===== config.mk =====
export PLATFORM = sky130hd
export DESIGN_NAME = q1_stim_driver
export DESIGN_NICKNAME = d
export VERILOG_FILES = /design/src/rtl/q1_pkg.sv /design/src/rtl/q1_next_hop.sv /design/src/rtl/q1_stim_driver.sv
export SDC_FILE = /design/constraint.sdc
export NUM_CORES = 1
export LEC_CHECK = 0
export CAP_MARGIN = 15
export CORE_MARGIN = 4
export CORE_UTILIZATION = 45
export CTS_CLUSTER_DIAMETER = 200
export DETAILED_ROUTE_END_ITERATION = 12
export PLACE_DENSITY = 0.88
export SLEW_MARGIN = 10
export SYNTH_ARGS = -nofsm -noshare
export SYNTH_HDL_FRONTEND = slang
export SYNTH_HIERARCHICAL = 1
export SYNTH_SLANG_ARGS = --single-unit

===== constraint.sdc =====
create_clock -name clk -period 2.1 [get_ports clk]
set_clock_uncertainty 0.05 [all_clocks]
set_input_delay 0.21 -clock clk [delete_from_list [all_inputs] [get_ports clk]]
set_output_delay 0.21 -clock clk [all_outputs]
set_load 0.01 [all_outputs]

===== src/rtl/q1_pkg.sv =====
// q1_pkg: shared definitions for the q1 Moore FSM and the blocks that drive
// or model it.
//   - q1_state_t / ST_A..ST_E : 3-bit state codes of q1
//   - q1_in_t / IN_*          : 2-bit input codes applied to q1
//   - ctrl_t                  : stimulus-driver controller states
//   - q1_next()               : q1 next-state function (codes 5-7 map to A)
package q1_pkg;

    typedef logic [2:0] q1_state_t;

    localparam q1_state_t ST_A = 3'd0;
    localparam q1_state_t ST_B = 3'd1;
    localparam q1_state_t ST_C = 3'd2;
    localparam q1_state_t ST_D = 3'd3;
    localparam q1_state_t ST_E = 3'd4;

    typedef logic [1:0] q1_in_t;

    localparam q1_in_t IN_HOLD = 2'b00;
    localparam q1_in_t IN_01   = 2'b01;
    localparam q1_in_t IN_10   = 2'b10;
    localparam q1_in_t IN_11   = 2'b11;

    typedef enum logic {
        IDLE  = 1'b0,
        STEER = 1'b1
    } ctrl_t;

    function automatic q1_state_t q1_next(input q1_state_t state, input q1_in_t in_code);
        q1_state_t nxt;
        nxt = ST_A;
        case (state)
            ST_A: begin
                if (in_code == IN_10)      nxt = ST_D;
                else if (in_code == IN_01) nxt = ST_B;
                else                       nxt = ST_A;
            end
            ST_B: nxt = ST_A;
            ST_C: begin
                if (in_code == IN_11)      nxt = ST_B;
                else if (in_code == IN_01) nxt = ST_E;
                else                       nxt = ST_C;
            end
            ST_D: nxt = ST_C;
            ST_E: begin
                if (in_code == IN_11)      nxt = ST_D;
                else                       nxt = ST_E;
            end
            default: nxt = ST_A;
        endcase
        return nxt;
    endfunction

endpackage


===== src/rtl/q1_next_hop.sv =====
// q1_next_hop: combinational route table. Given the present q1 state and the
// wanted target, returns the input code for the next hop of the path.
//   shadow : present q1 state (input, 3 bits)
//   target : destination state (input, 3 bits)
//   hop    : q1 input code to apply this cycle (output, 2 bits)
// B and D advance on any input, so they always get IN_HOLD.
module q1_next_hop
    import q1_pkg::*;
(
    input  q1_state_t shadow,
    input  q1_state_t target,
    output q1_in_t    hop
);

    always_comb begin
        hop = IN_HOLD;
        case (shadow)
            ST_A: begin
                if (target == ST_A)      hop = IN_HOLD;
                else if (target == ST_B) hop = IN_01;
                else                     hop = IN_10;
            end
            ST_B: hop = IN_HOLD;
            ST_C: begin
                if (target == ST_C)      hop = IN_HOLD;
                else if (target == ST_E) hop = IN_01;
                else                     hop = IN_11;
            end
            ST_D: hop = IN_HOLD;
            ST_E: begin
                if (target == ST_E)      hop = IN_HOLD;
                else                     hop = IN_11;
            end
            default: hop = IN_HOLD;
        endcase
    end

endmodule


===== src/rtl/q1_stim_driver.sv =====
// q1_stim_driver: accepts a target q1 state over valid/ready and drives the
// q1 input, cycle by cycle, along the route to that target. Keeps a shadow
// copy of q1's state and optionally cross-checks it against q1.
//   clk, reset   : clock, synchronous active-high reset
//   req_valid    : request present (in)
//   req_ready    : request can be accepted, high only in IDLE (out)
//   req_target   : requested target state code (in, 3 bits)
//   drv_in       : q1 input code (out, 2 bits)
//   shadow_state : registered model of q1's present state (out, 3 bits)
//   fsm_state    : q1's reported state, compared when CHECK_EN=1 (in, 3 bits)
//   busy         : controller is steering (out)
//   done         : one-cycle pulse, target reached (out)
//   err          : one-cycle pulse, illegal target rejected (out)
//   sync_err     : sticky, shadow and q1 disagreed at some cycle (out)
module q1_stim_driver
    import q1_pkg::*;
#(
    parameter bit CHECK_EN = 1'b1
) (
    input  logic       clk,
    input  logic       reset,
    input  logic       req_valid,
    output logic       req_ready,
    input  logic [2:0] req_target,
    output logic [1:0] drv_in,
    output logic [2:0] shadow_state,
    input  logic [2:0] fsm_state,
    output logic       busy,
    output logic       done,
    output logic       err,
    output logic       sync_err
);

    ctrl_t     ctrl;
    q1_state_t shadow;
    q1_state_t target_q;
    q1_in_t    hop;
    logic      arrived;

    q1_next_hop u_hop (
        .shadow (shadow),
        .target (target_q),
        .hop    (hop)
    );

    assign arrived      = (shadow == target_q);
    assign req_ready    = (ctrl == IDLE);
    assign busy         = (ctrl == STEER);
    assign shadow_state = shadow;

    // Hold the input at 00 whenever not actively moving toward the target.
    always_comb begin
        drv_in = IN_HOLD;
        if (ctrl == STEER && !arrived) drv_in = hop;
    end

    always_ff @(posedge clk) begin
        if (reset) begin
            ctrl     <= IDLE;
            shadow   <= ST_A;
            target_q <= ST_A;
            done     <= 1'b0;
            err      <= 1'b0;
        end else begin
            // Shadow tracks q1 every cycle, including while idle.
            shadow <= q1_next(shadow, drv_in);
            done   <= 1'b0;
            err    <= 1'b0;
            case (ctrl)
                IDLE: begin
                    if (req_valid) begin
                        if (req_target <= ST_E) begin
                            target_q <= req_target;
                            ctrl     <= STEER;
                        end else begin
                            err <= 1'b1;
                        end
                    end
                end
                STEER: begin
                    // Arrival is judged on the shadow during this cycle, so
                    // for B and D the shadow has moved on by the time done shows.
                    if (arrived) begin
                        done <= 1'b1;
                        ctrl <= IDLE;
                    end
                end
                default: ctrl <= IDLE;
            endcase
        end
    end

    generate
        if (CHECK_EN) begin : g_check
            logic sync_err_q;
            always_ff @(posedge clk) begin
                if (reset)                       sync_err_q <= 1'b0;
                else if (fsm_state != shadow)    sync_err_q <= 1'b1;
            end
            assign sync_err = sync_err_q;
        end else begin : g_nocheck
            logic unused_fsm;
            assign unused_fsm = ^fsm_state;
            assign sync_err   = 1'b0;
        end
    endgenerate

endmodule


After elaboration in Yosys (flattened, before gate mapping):

Index checks and enable logic that the tools add are counted.
Widths: inputs -> output; s select.

* bits in registers: 10
* input port bits: 9
* output and inout bits: 10

* order comparisons: 1
* eq/ne operators: 11
* muxes and demuxes: 19
* bitwise logic cells: 2
* reductions and logical operators: 7

Operators with widths (count)
* $mux 2: 7
* $pmux 3 s4: 1
* $eq 3x2->1 const B: 3
* $mux 3: 3
* $eq 3x3->1 const B: 2
* $logic_not 3->1: 2
* $mux 1: 6
* $pmux 2 s3: 1
* $eq 2x2->1 const B: 2
* $eq 3x1->1 const B: 1
* $eq 3x3->1: 1
* $le 3x3->1 const B: 1
* $ne 3x3->1: 1
* $reduce_and 3->1: 1
* $reduce_or 3->1: 1
* $eq 2x1->1 const B: 1
* $not 1->1: 2
* $pmux 1 s2: 1
* $reduce_or 2->1: 1
* $logic_and 1x1->1: 1
* $logic_not 1->1: 1

Longest topological paths before layout:

Gate-level depths: netlist of run 1.

* word-level depth: 9
* depth in mapped cells: 9
* gate-level depth less buffers: 9

Hierarchy:

The synthesis of run 1 kept the hierarchy.

Modules (own cells, without submodules)
* q1_stim_driver: times used 1, cells an instance 66, area each 560.5 µm², seq. area each 200.2 µm²
* q1_next_hop: times used 1, cells an instance 14, area each 82.6 µm², seq. area each 0.0 µm²

Least setup slack after synthesis of run 1:

OpenSTA, ideal clock, no wires.

* path kind: reg2reg
* start: reg shadow[1] (netlist: shadow_state[1])
* end: reg shadow[0] (netlist: shadow_state[0])
* library setup time: 0.070 ns
* data arrival time: 1.819 ns
* data required time: 1.980 ns
* setup slack: 0.161 ns
* cell stages (with the launch flop): 8
* path buffers: 1
* cells stage by stage: dfxtp_1 clkbuf_8 xnor2_2 nand3_2 and3_2 ha_1 or3_1 a21boi_1

* word-level cells in the longest chain between the ends: 8
* elaborated cells between the ends (all ways): 17

RTL lines
* start: declaration: line q1_stim_driver.sv:35 `q1_state_t shadow;`
* start signal: assignment: line q1_stim_driver.sv:66 `shadow <= q1_next(shadow, drv_in);`
* branches (longest 3 deep; another with $eq 3x3->1)
* $mux 2 (*): line q1_stim_driver.sv:54 `if (ctrl == STEER && !arrived) drv_in = hop;`
* net drv_in[1]: line q1_stim_driver.sv:25 `output logic [1:0] drv_in,`
* $eq 2x1->1: line q1_pkg.sv:35 `else if (in_code == IN_01) nxt = ST_B;`
* $mux 1: line q1_pkg.sv:35
* $mux 2: line q1_pkg.sv:34 `if (in_code == IN_10) nxt = ST_D;`
* $pmux 3 s4 (*): line q1_pkg.sv:32 `case (state)`

Mark *: on every way through the listed nets, which the timed path passes.
A chain may end at the register's enable or synchronous reset.

Worst setup path in the final report of run 1:

* start: reg shadow[2] (netlist: shadow_state[2])
* end: reg shadow[0] (netlist: shadow_state[0])

* elaborated cells between the ends (all ways): 17

RTL lines
* $eq 3x3->1 (tied with other cells): line q1_next_hop.sv:17 `case (shadow)`
* $pmux 2 s3 (*): line q1_next_hop.sv:17
* net hop[1]: line q1_stim_driver.sv:37 `q1_in_t hop;`
* $mux 2 (*): line q1_stim_driver.sv:54
* $eq 2x1->1: line q1_pkg.sv:35
* $mux 1: line q1_pkg.sv:35
* $mux 2: line q1_pkg.sv:34
* $pmux 3 s4 (*): line q1_pkg.sv:32

Mark *: on every way through the listed nets, which the timed path passes. The rest lies on a longest branch.

==> results of run 1 <==
repair_timing:
item	4_1_cts	5_1_grt
resized for setup	10	1
pin swaps	3	2
setup buffers	0	1
endpoints found under the setup margin	2	1
power groups by stage:
stage	clock network, W	logic, W	registers (W)
floorplan	0	0.0000435	0.000214
finish	0.000127	0.0000936	0.000210
global route	0.000139	0.000102	0.000211
global placement	0	0.0000841	0.000211
CTS	0.000126	0.0000916	0.000210
detailed placement	0	0.0000872	0.000213
area by class of cell:
class	count	area [um^2]	share of cell area, %
clock buffers	3	22.5	2.43
inverters	4	15.0	1.62
well taps	15	18.8	2.03
flip-flops and latches	10	205	22.2
repair buffers	25	234	25.3
multi-input cells	63	430	46.5
per-layer routing:
layer / track usage, % / part of all wire (%)
met1: 19.2 / 44
met2: 31.5 / 51
met3: 5.14 / 5.7
met4: 6.82 / 0
met5: 0 / 0
cell usage after synthesis (all sizes together):
cell | count | area [um^2]
clkbuf | 2 | 17.5
a21oi | 7 | 38.8
o22a | 1 | 8.76
o21ai | 4 | 20.0
xnor2 | 3 | 41.3
a22oi | 1 | 7.51
o21a | 1 | 7.51
dfxtp | 10 | 200
nand2b | 2 | 12.5
xor2 | 3 | 26.3
and3 | 1 | 7.51
or3 | 1 | 6.26
nand3b | 1 | 7.51
ha | 1 | 12.5
nor3b | 2 | 15.0
nor2 | 7 | 26.3
nand2 | 8 | 30.0
or2b | 1 | 8.76
nor2b | 3 | 18.8
inv | 4 | 15.0
a31oi | 1 | 6.26
a211oi | 1 | 7.51
nor3 | 4 | 20.0
nand3 | 4 | 30.0
buf | 1 | 7.51
a21boi | 1 | 7.51
o22ai | 2 | 12.5
nor4 | 1 | 6.26
o41ai | 2 | 17.5
logic make-up after synthesis:
family                     count (synthesis)  share of synthesized area, %
buffers and inverters                      7                          6.22
adders and majority gates                  1                          1.95
AOI/OAI and AO/OA                         21                          20.8
DFF                                       10                          31.1
and+or+nand+nor                           35                          29.4
xor gates and xnor gates                   6                          10.5
cell usage in the layout (no fill, tap or decap), types with 2 or more instances in the layout:
| master | n |
|---|---|
| nor3_1 | 3 |
| o22ai_1 | 2 |
| xnor2_2 | 2 |
| a21oi_1 | 4 |
| nand2b_1 | 2 |
| nand2_1 | 8 |
| dfxtp_2 | 4 |
| clkdlybuf4s50_1 | 16 |
| o41ai_2 | 2 |
| buf_4 | 7 |
| o21ai_0 | 4 |
| nor3b_1 | 2 |
| nor2b_1 | 3 |
| a21oi_2 | 3 |
| nor2_1 | 7 |
| inv_1 | 3 |
| nand3_1 | 2 |
| clkbuf_4 | 3 |
| nand3_2 | 2 |
| xor2_1 | 3 |
| dfxtp_1 | 6 |
worst paths after layout:
kind	from	to	slack, ns	cells after the start
worst max register to register	shadow_state[2]	shadow_state[0]	0.12	7
worst max-delay path	shadow_state[2]	shadow_state[0]	0.12	7
worst min register to register	sync_err	sync_err	0.44	2
worst min-delay path	sync_err	sync_err	0.44	2
sequential cells by signal (all words and copies together), names as in the netlist:
name,flops
shadow_state,3
target_q,3
busy,1
sync_err,1
err,1
done,1
stage by stage:
step	hold slack (ns)	instance area, um^2	cells	TNS, ns
floorplan	0.317	643	80	0
global placement	0.419	862	116	0
detailed placement	0.429	862	116	0
CTS	0.445	916	119	-0.00703
global route	0.483	926	120	0
finish	0.440	926	120	0
worst max-delay path, cell delays in order (launching register included):
cell and delay, ns:
dfxtp_2 0.35, buf_4 0.16, o41ai_2 0.33, a21oi_2 0.08
and3_2 0.20, ha_1 0.27, or3_1 0.32, a21boi_1 0.16
==> run metrics, run 1 <==
Vias/cell 5.59; H-tree levels 1; CTS root buf clkbuf_4; Gate power share roughly 22%; RSZ-0062 raised after global routing false; Mean Syn Cell Area ~8.0 um^2; Yosys reg bits 10; PwrDens around 460 mW/mm^2; Post-Route WL 1630 um; Clk pin slew, worst setup/hold paths 0.07 ns; Worst VDD drop 0.355 mV; gr usage total 17.6%; Startpoint Class flip-flop; Arr. time, crit path 2.12 ns; kind of critical path reg2reg; DRC errors left 0; utilization after layout a little over two thirds; clock power share 29.4%; Design Power 0.000430 W; hold_buf cts 0; Syn Inst Count 80; largest fanout on the critical path 6; area grow syn2layout 44.0%; status finished, final reports clean; P_int 0.000315 W; dpl hpwl about 1300 um; clock latency on the worst-skew pair 0.26 ns; FILL cells 115; Slew @ Worst Pin around 0.36 ns; distinct cell type count after synthesis 34; sequential power share about half; element type at the critical path end flip-flop; share of layout cells above drive strength 1 25.7%; first-pass GRT wire length 2680 um; Slew HR 76.0%; width of the die 45.8 um; GP Congestion 0.862; Ports 19; Switch Pwr 0.000115 W; Seq/Total Area, Yosys 31.1%; Placement Rows 13; Synth Net Count 90; Setup WS pre-CTS between 0.04 and 0.05 ns; largest net degree at the start of global routing 10; Nets 117; synthesized cell area 643 um^2; CTS sink count 10; first-pass detailed-route iteration total 4; fmax 0.504 GHz; remaining global-route overflow 0; Min-Delay Path Class reg2reg; CTS Buf Count 3; initial antenna violation count 0; Antenna Violating Nets Remaining 0; clock buffer depth 2; vias in the first global route 687; Worst EP required 2.24 ns; Setup Viol. Count Final 0; n_diodes 0; Die Ht 45.8 um; DR vias 671; count of pins over their slew limit 0; CTS tree yes; Max Cap Violations 0; switch share 26.7%; Core ar. 0.00132 mm^2; period utilization a little over nine tenths; Die ar. 0.00210 mm^2; Starting Density 48.8%; final worst-path setup slack 0.115 ns; Starting DRT DRC Count 2; final hold violations 0; Leakage 0.373 nW; total of warnings raised by yosys 6; wire per inst 13.6 um; Final Critical Period 1.98 ns; IO buf count 18
(Power assumes the default switching activity.)
==> inputs of run 2 (changes only) <==
CORE_UTILIZATION = 40   (was 45)
CTS_CLUSTER_DIAMETER = 30   (was 200)
PLACE_DENSITY = 0.8   (was 0.88)
==> run metrics, run 2 (synthesized netlist as in run 1, its figures left out) <==
status finished, final reports clean; share of layout cells above drive strength 1 between 20 and 30%; Worst R2R Path Depth 7; Placement Rows 14; Setup Fix Bufs, Post-CTS 0; largest net degree at the start of global routing 10; Non-Filler Instances 121; commonest non-fill, non-tap cell in the layout clkdlybuf4s50_1; first-pass detailed-route iteration total 4; Starting DRT DRC Count 22; CTS root buf clkbuf_4; width of the die about 48 um; met2 usage 28.2%; met3 usage 2.21%; DR vias 662; GP Congestion 0.879; period utilization 95.6%; Endpoint, Worst Hold target_q[1]; Setup Viol. Count Final 0; leading cell types in the layout, fill and taps excluded clkdlybuf4s50_1 (16), nand2_1 (8), nor2_1 (7), buf_4 (6), dfxtp_1 (5); CP Cell Sequence buf_4 > xnor2_2 > nand3_2 > and3_2 > ha_1 > or3_1 > a21boi_1; n_diodes 0; reg2reg setup slack 0.09 ns; initial antenna violation count 0; CTS tree yes; Startpoint Class flip-flop; Slew @ Worst Pin 0.372 ns; Ports 19; element type at the critical path end flip-flop; Final Critical Period approximately 2 ns; Worst path slowest cell dfxtp_1; area grow syn2layout 48.1%; min-delay src target_q[1]; RSZ-0062 raised after global routing false; clock buffer depth 2; DRC errors left 0; hold slack final 0.444 ns; Worst Path Buf+Inv 1; Antenna Violating Nets Remaining 0; final hold violations 0; Starting Density between 40% and 50%; CTS Buf Count 3; H-tree levels 1; Max Cap Violations 0; Vias/cell about 5.5; gr usage total 17.1%; Post-Route WL approximately 1700 um; fmax around 0.50 GHz; largest fanout on the critical path 6; remaining global-route overflow 0; dpl hpwl 1210 um; CTS sink count 10; Worst VDD drop 0.395 mV; RR Endpoint shadow_state[0]; post-route cell area around 950 um^2; count of pins over their slew limit 0; dpl cells 117; kind of critical path reg2reg; met1 Use GR ~21%; clock latency on the worst-skew pair 0.27 ns; IO buf count 18; Arr. time, crit path 2.16 ns; Clk pin slew, worst setup/hold paths 0.07 ns; Die ar. around 0.0023 mm^2; Die Ht 48.1 um; Placed Instance Area 863 um^2; Slew HR 75.1%; Worst EP required 2.25 ns; family with the most delay on the worst path simple AND/OR/NAND/NOR gates; PwrDens 508 mW/mm^2; Design Power 0.000484 W; Nets 116; Min-Delay Path Class reg2reg; global route hottest layer met2; reg2reg start shadow_state[0]; first-pass GRT wire length 2700 um; max incr delay on CP 0.40 ns; Core ar. 0.00151 mm^2; utilization after layout a little over three fifths; wire per inst 14.3 um; Leakage roughly 0.38 nW; vias in the first global route 612; hold depth 2
-- run 2: cell types whose count changed in the layout (fill, tap and decap cells not counted) --
cell / change
a21oi_4: +1
dfxtp_4: +1
xnor2_2: +1
dfxtp_1: -1
a21oi_2: -1
buf_4: -1
xnor2_1: -1
clkbuf_8: +1
-- run 2: final cells by class --
| cell class | instances | area [um^2] |
|---|---|---|
| multi-input cells | 63 | 445 |
| well taps | 16 | 20.0 |
| flip-flops and latches | 10 | 209 |
| repair buffers | 24 | 226 |
| clock buffers | 4 | 36.3 |
| inverters | 4 | 15.0 |
| fillers | 129 | 554 |
-- run 2: how the worst max path moves through the flow --
stage	start	endpoint	slack [ns]	depth (start not counted)
after floorplan	shadow_state[1]	shadow_state[0]	0.16	7
after global placement	shadow_state[2]	shadow_state[1]	0.16	9
after detailed placement	target_q[0]	shadow_state[1]	0.09	9
after CTS	shadow_state[2]	drv_in[0]	-0.01	6
after global routing	shadow_state[2]	shadow_state[0]	0.007	7
final	shadow_state[0]	shadow_state[0]	0.09	7
-- run 2: through the flow --
step / worst slack (ns) / TNS [ns]
floorplan: 0.161 / 0
global placement: 0.155 / 0
detailed placement: 0.0913 / 0
CTS: -0.0117 / -0.0117
global route: 0.00654 / 0
finish: 0.0926 / 0
-- run 2: power breakdown --
part | internal (W) | switching (W)
clock | 0.000105 | 0.0000755
sequential | 0.000198 | 0.0000118
combinational | 0.0000499 | 0.0000437
-- run 2: what timing repair did --
action,4_1_cts,5_1_grt
pin swaps,2,1
gates resized for setup,12,3
setup endpoints to repair,2,1
hold endpoints to repair,0,0
hold buffers,0,0
-- run 2: layer usage --
| layer | vias up | wire, um |
|---|---|---|
| met5 | - | 0 |
| met4 | 0 | 20 |
| met3 | 4 | 48 |
| met2 | 13 | 906 |
| met1 | 313 | 758 |
| li1 | 332 | - |
-- run 2: tightest hold or removal path: stages, from the launching register on --
cell and delay, ns:
dfxtp_2 0.35, nand2_1 0.06, a21oi_1 0.05
==> inputs of run 3 (changes only) <==
DONT_BUFFER_PORTS = 1   (was unset)
HOLD_SLACK_MARGIN = 0.02   (was unset)
PLACE_DENSITY = 0.65   (was 0.8)
==> run metrics, run 3 (synthesized netlist as in run 1, its figures left out) <==
status finished, final reports clean; n_diodes 0; Min-Delay Path Class in2reg; element type at the critical path end flip-flop; Final Critical Period 1.98 ns; initial antenna violation count 0; Slew @ Worst Pin 0.343 ns; Clk pin slew, worst setup/hold paths 0.07 ns; dpl hpwl around 1100 um; FILL cells 144; Max Cap Violations 0; count of pins over their slew limit 0; Antenna Violating Nets Remaining 0; Setup Fix Bufs, Post-CTS 0; kind of critical path reg2reg; Leakage around 0.30 nW; largest net degree at the start of global routing 9; Starting DRT DRC Count 17; P_int 0.000333 W; Core ar. roughly 0.0015 mm^2; Setup Viol. Count Final 0; Slew HR 77.1%; clock power share 39.3%; Switch Pwr 0.000117 W; area grow syn2layout 19.8%; CP Cell Sequence nor3b_1 > o21a_1 > nor3_1 > nand3_2 > ha_1 > or3_1 > a21boi_1; Met3 Wirelength 141 um; fmax 0.504 GHz; Setup WS pre-CTS 0.0842 ns; Arr. time, crit path 2.14 ns; CTS Buf Count 3; Post-Route WL 1430 um; hold slack final between 0.04 and 0.05 ns; CTS tree yes; largest fanout on the critical path 7; first-pass detailed-route iteration total 4; share of layout cells above drive strength 1 about 28%; Nets 103; clock latency on the worst-skew pair between 0.2 and 0.3 ns; hold depth 2; Endpoint, Worst Hold target_q[1]; Critical Path Source shadow_state[2]; wire per inst 13.2 um; CTS root buf clkbuf_4; CTS sink count 10; post-route cell area approximately 770 um^2; gr usage total 13.8%; Gate power share around 14%; Worst R2R Path Depth 7; Ports 19; min-delay src req_target[1]; Worst Path Buf+Inv 0; period utilization 94.5%; RR Endpoint shadow_state[0]; GP Congestion 0.817; H-tree levels 1; sequential power share between 40% and 50%; Placement Rows 14; reg2reg start shadow_state[2]; DR vias 608; family with the most delay on the worst path simple AND/OR/NAND/NOR gates; first-pass GRT wire length 2190 um; uppermost routed layer met4; remaining global-route overflow 0; RSZ-0062 raised after global routing false; Design Power 0.000450 W; Die Ht 48.1 um; PwrDens 584 mW/mm^2; reg2reg setup slack 0.12 ns; clock buffer depth 2; DRC errors left 0; final hold violations 0; width of the die 48.1 um; Starting Density about 43%; Vias/cell 5.63; Worst path slowest cell dfxtp_2; Worst EP required 2.25 ns; Worst VDD drop 0.401 mV; leading cell types in the layout, fill and taps excluded buf_4 (10), nand2_1 (8), nor2_1 (7), dfxtp_1 (7), a21oi_1 (6); IO buf count 0; final worst-path setup slack 0.116 ns; WL met2 697 um; Die ar. 0.00231 mm^2; Placed Instance Area 713 um^2; max incr delay on CP 0.35 ns; commonest non-fill, non-tap cell in the layout buf_4; M1 WL ~590 um; switch share approximately a quarter; Startpoint Class flip-flop; vias in the first global route 549; Setup TNS Final 0 ns
run 3: changes by cell type in the layout (fill, tap and decap cells not counted), moves of 2 or more:
cell,previous run,this run
o41ai_2,2,0
dfxtp_1,5,7
buf_4,6,10
clkdlybuf4s50_1,16,0
o41ai_1,0,2
a21oi_1,4,6
run 3: through the flow:
| step | util (%) | std cells |
|---|---|---|
| 6_report | 51.2 | 108 |
| 5_1_grt | 51.2 | 108 |
| 4_1_cts | 50.4 | 108 |
| 3_5_place_dp | 47.3 | 103 |
| 3_3_place_gp | 47.3 | 103 |
| 2_1_floorplan | - | 80 |
run 3: area by class of cell:
class,instances,area [um^2],area share [%]
Sequential cell,10,204,26.5
Tap cell,16,20.0,2.60
Timing Repair Buffer,11,85.1,11.0
Clock buffer,4,36.3,4.71
Inverter,4,15.0,1.95
Multi-Input combinational cell,63,410,53.2
run 3: worst max path at each step:
stage,to,slack (ns),depth (start not counted)
floorplan,shadow_state[0],0.16,7
global route,shadow_state[0],0.008,7
global placement,shadow_state[0],0.17,7
finish,shadow_state[0],0.12,7
CTS,shadow_state[0],0.06,7
detailed placement,shadow_state[0],0.08,7
run 3: what timing repair did:
action,in CTS,in global routing
hold endpoints to repair,8,0
endpoints found under the setup margin,0,1
resized for setup,0,4
hold buffers,1,0
run 3: power groups by stage:
stage | Combinational (W) | Sequential [W] | Clock [W]
floorplan | 0.0000435 | 0.000214 | 0
detailed placement | 0.0000576 | 0.000215 | 0
finish | 0.0000627 | 0.000210 | 0.000177
global placement | 0.0000568 | 0.000214 | 0
global route | 0.0000699 | 0.000212 | 0.000193
CTS | 0.0000614 | 0.000210 | 0.000182
run 3: routing by layer:
layer	up-vias	global-route usage, %
met5	-	0
met3	2	7.75
met4	0	3.23
met1	271	15.8
met2	28	22.4
li1	307	-
run 3: worst reg2reg max path, cell delays in order, from the launching register on:
cell      delay (ns)
dfxtp_2         0.35
nor3b_1         0.14
o21a_1          0.18
nor3_1          0.28
nand3_2         0.15
ha_1            0.31
or3_1           0.31
a21boi_1        0.15
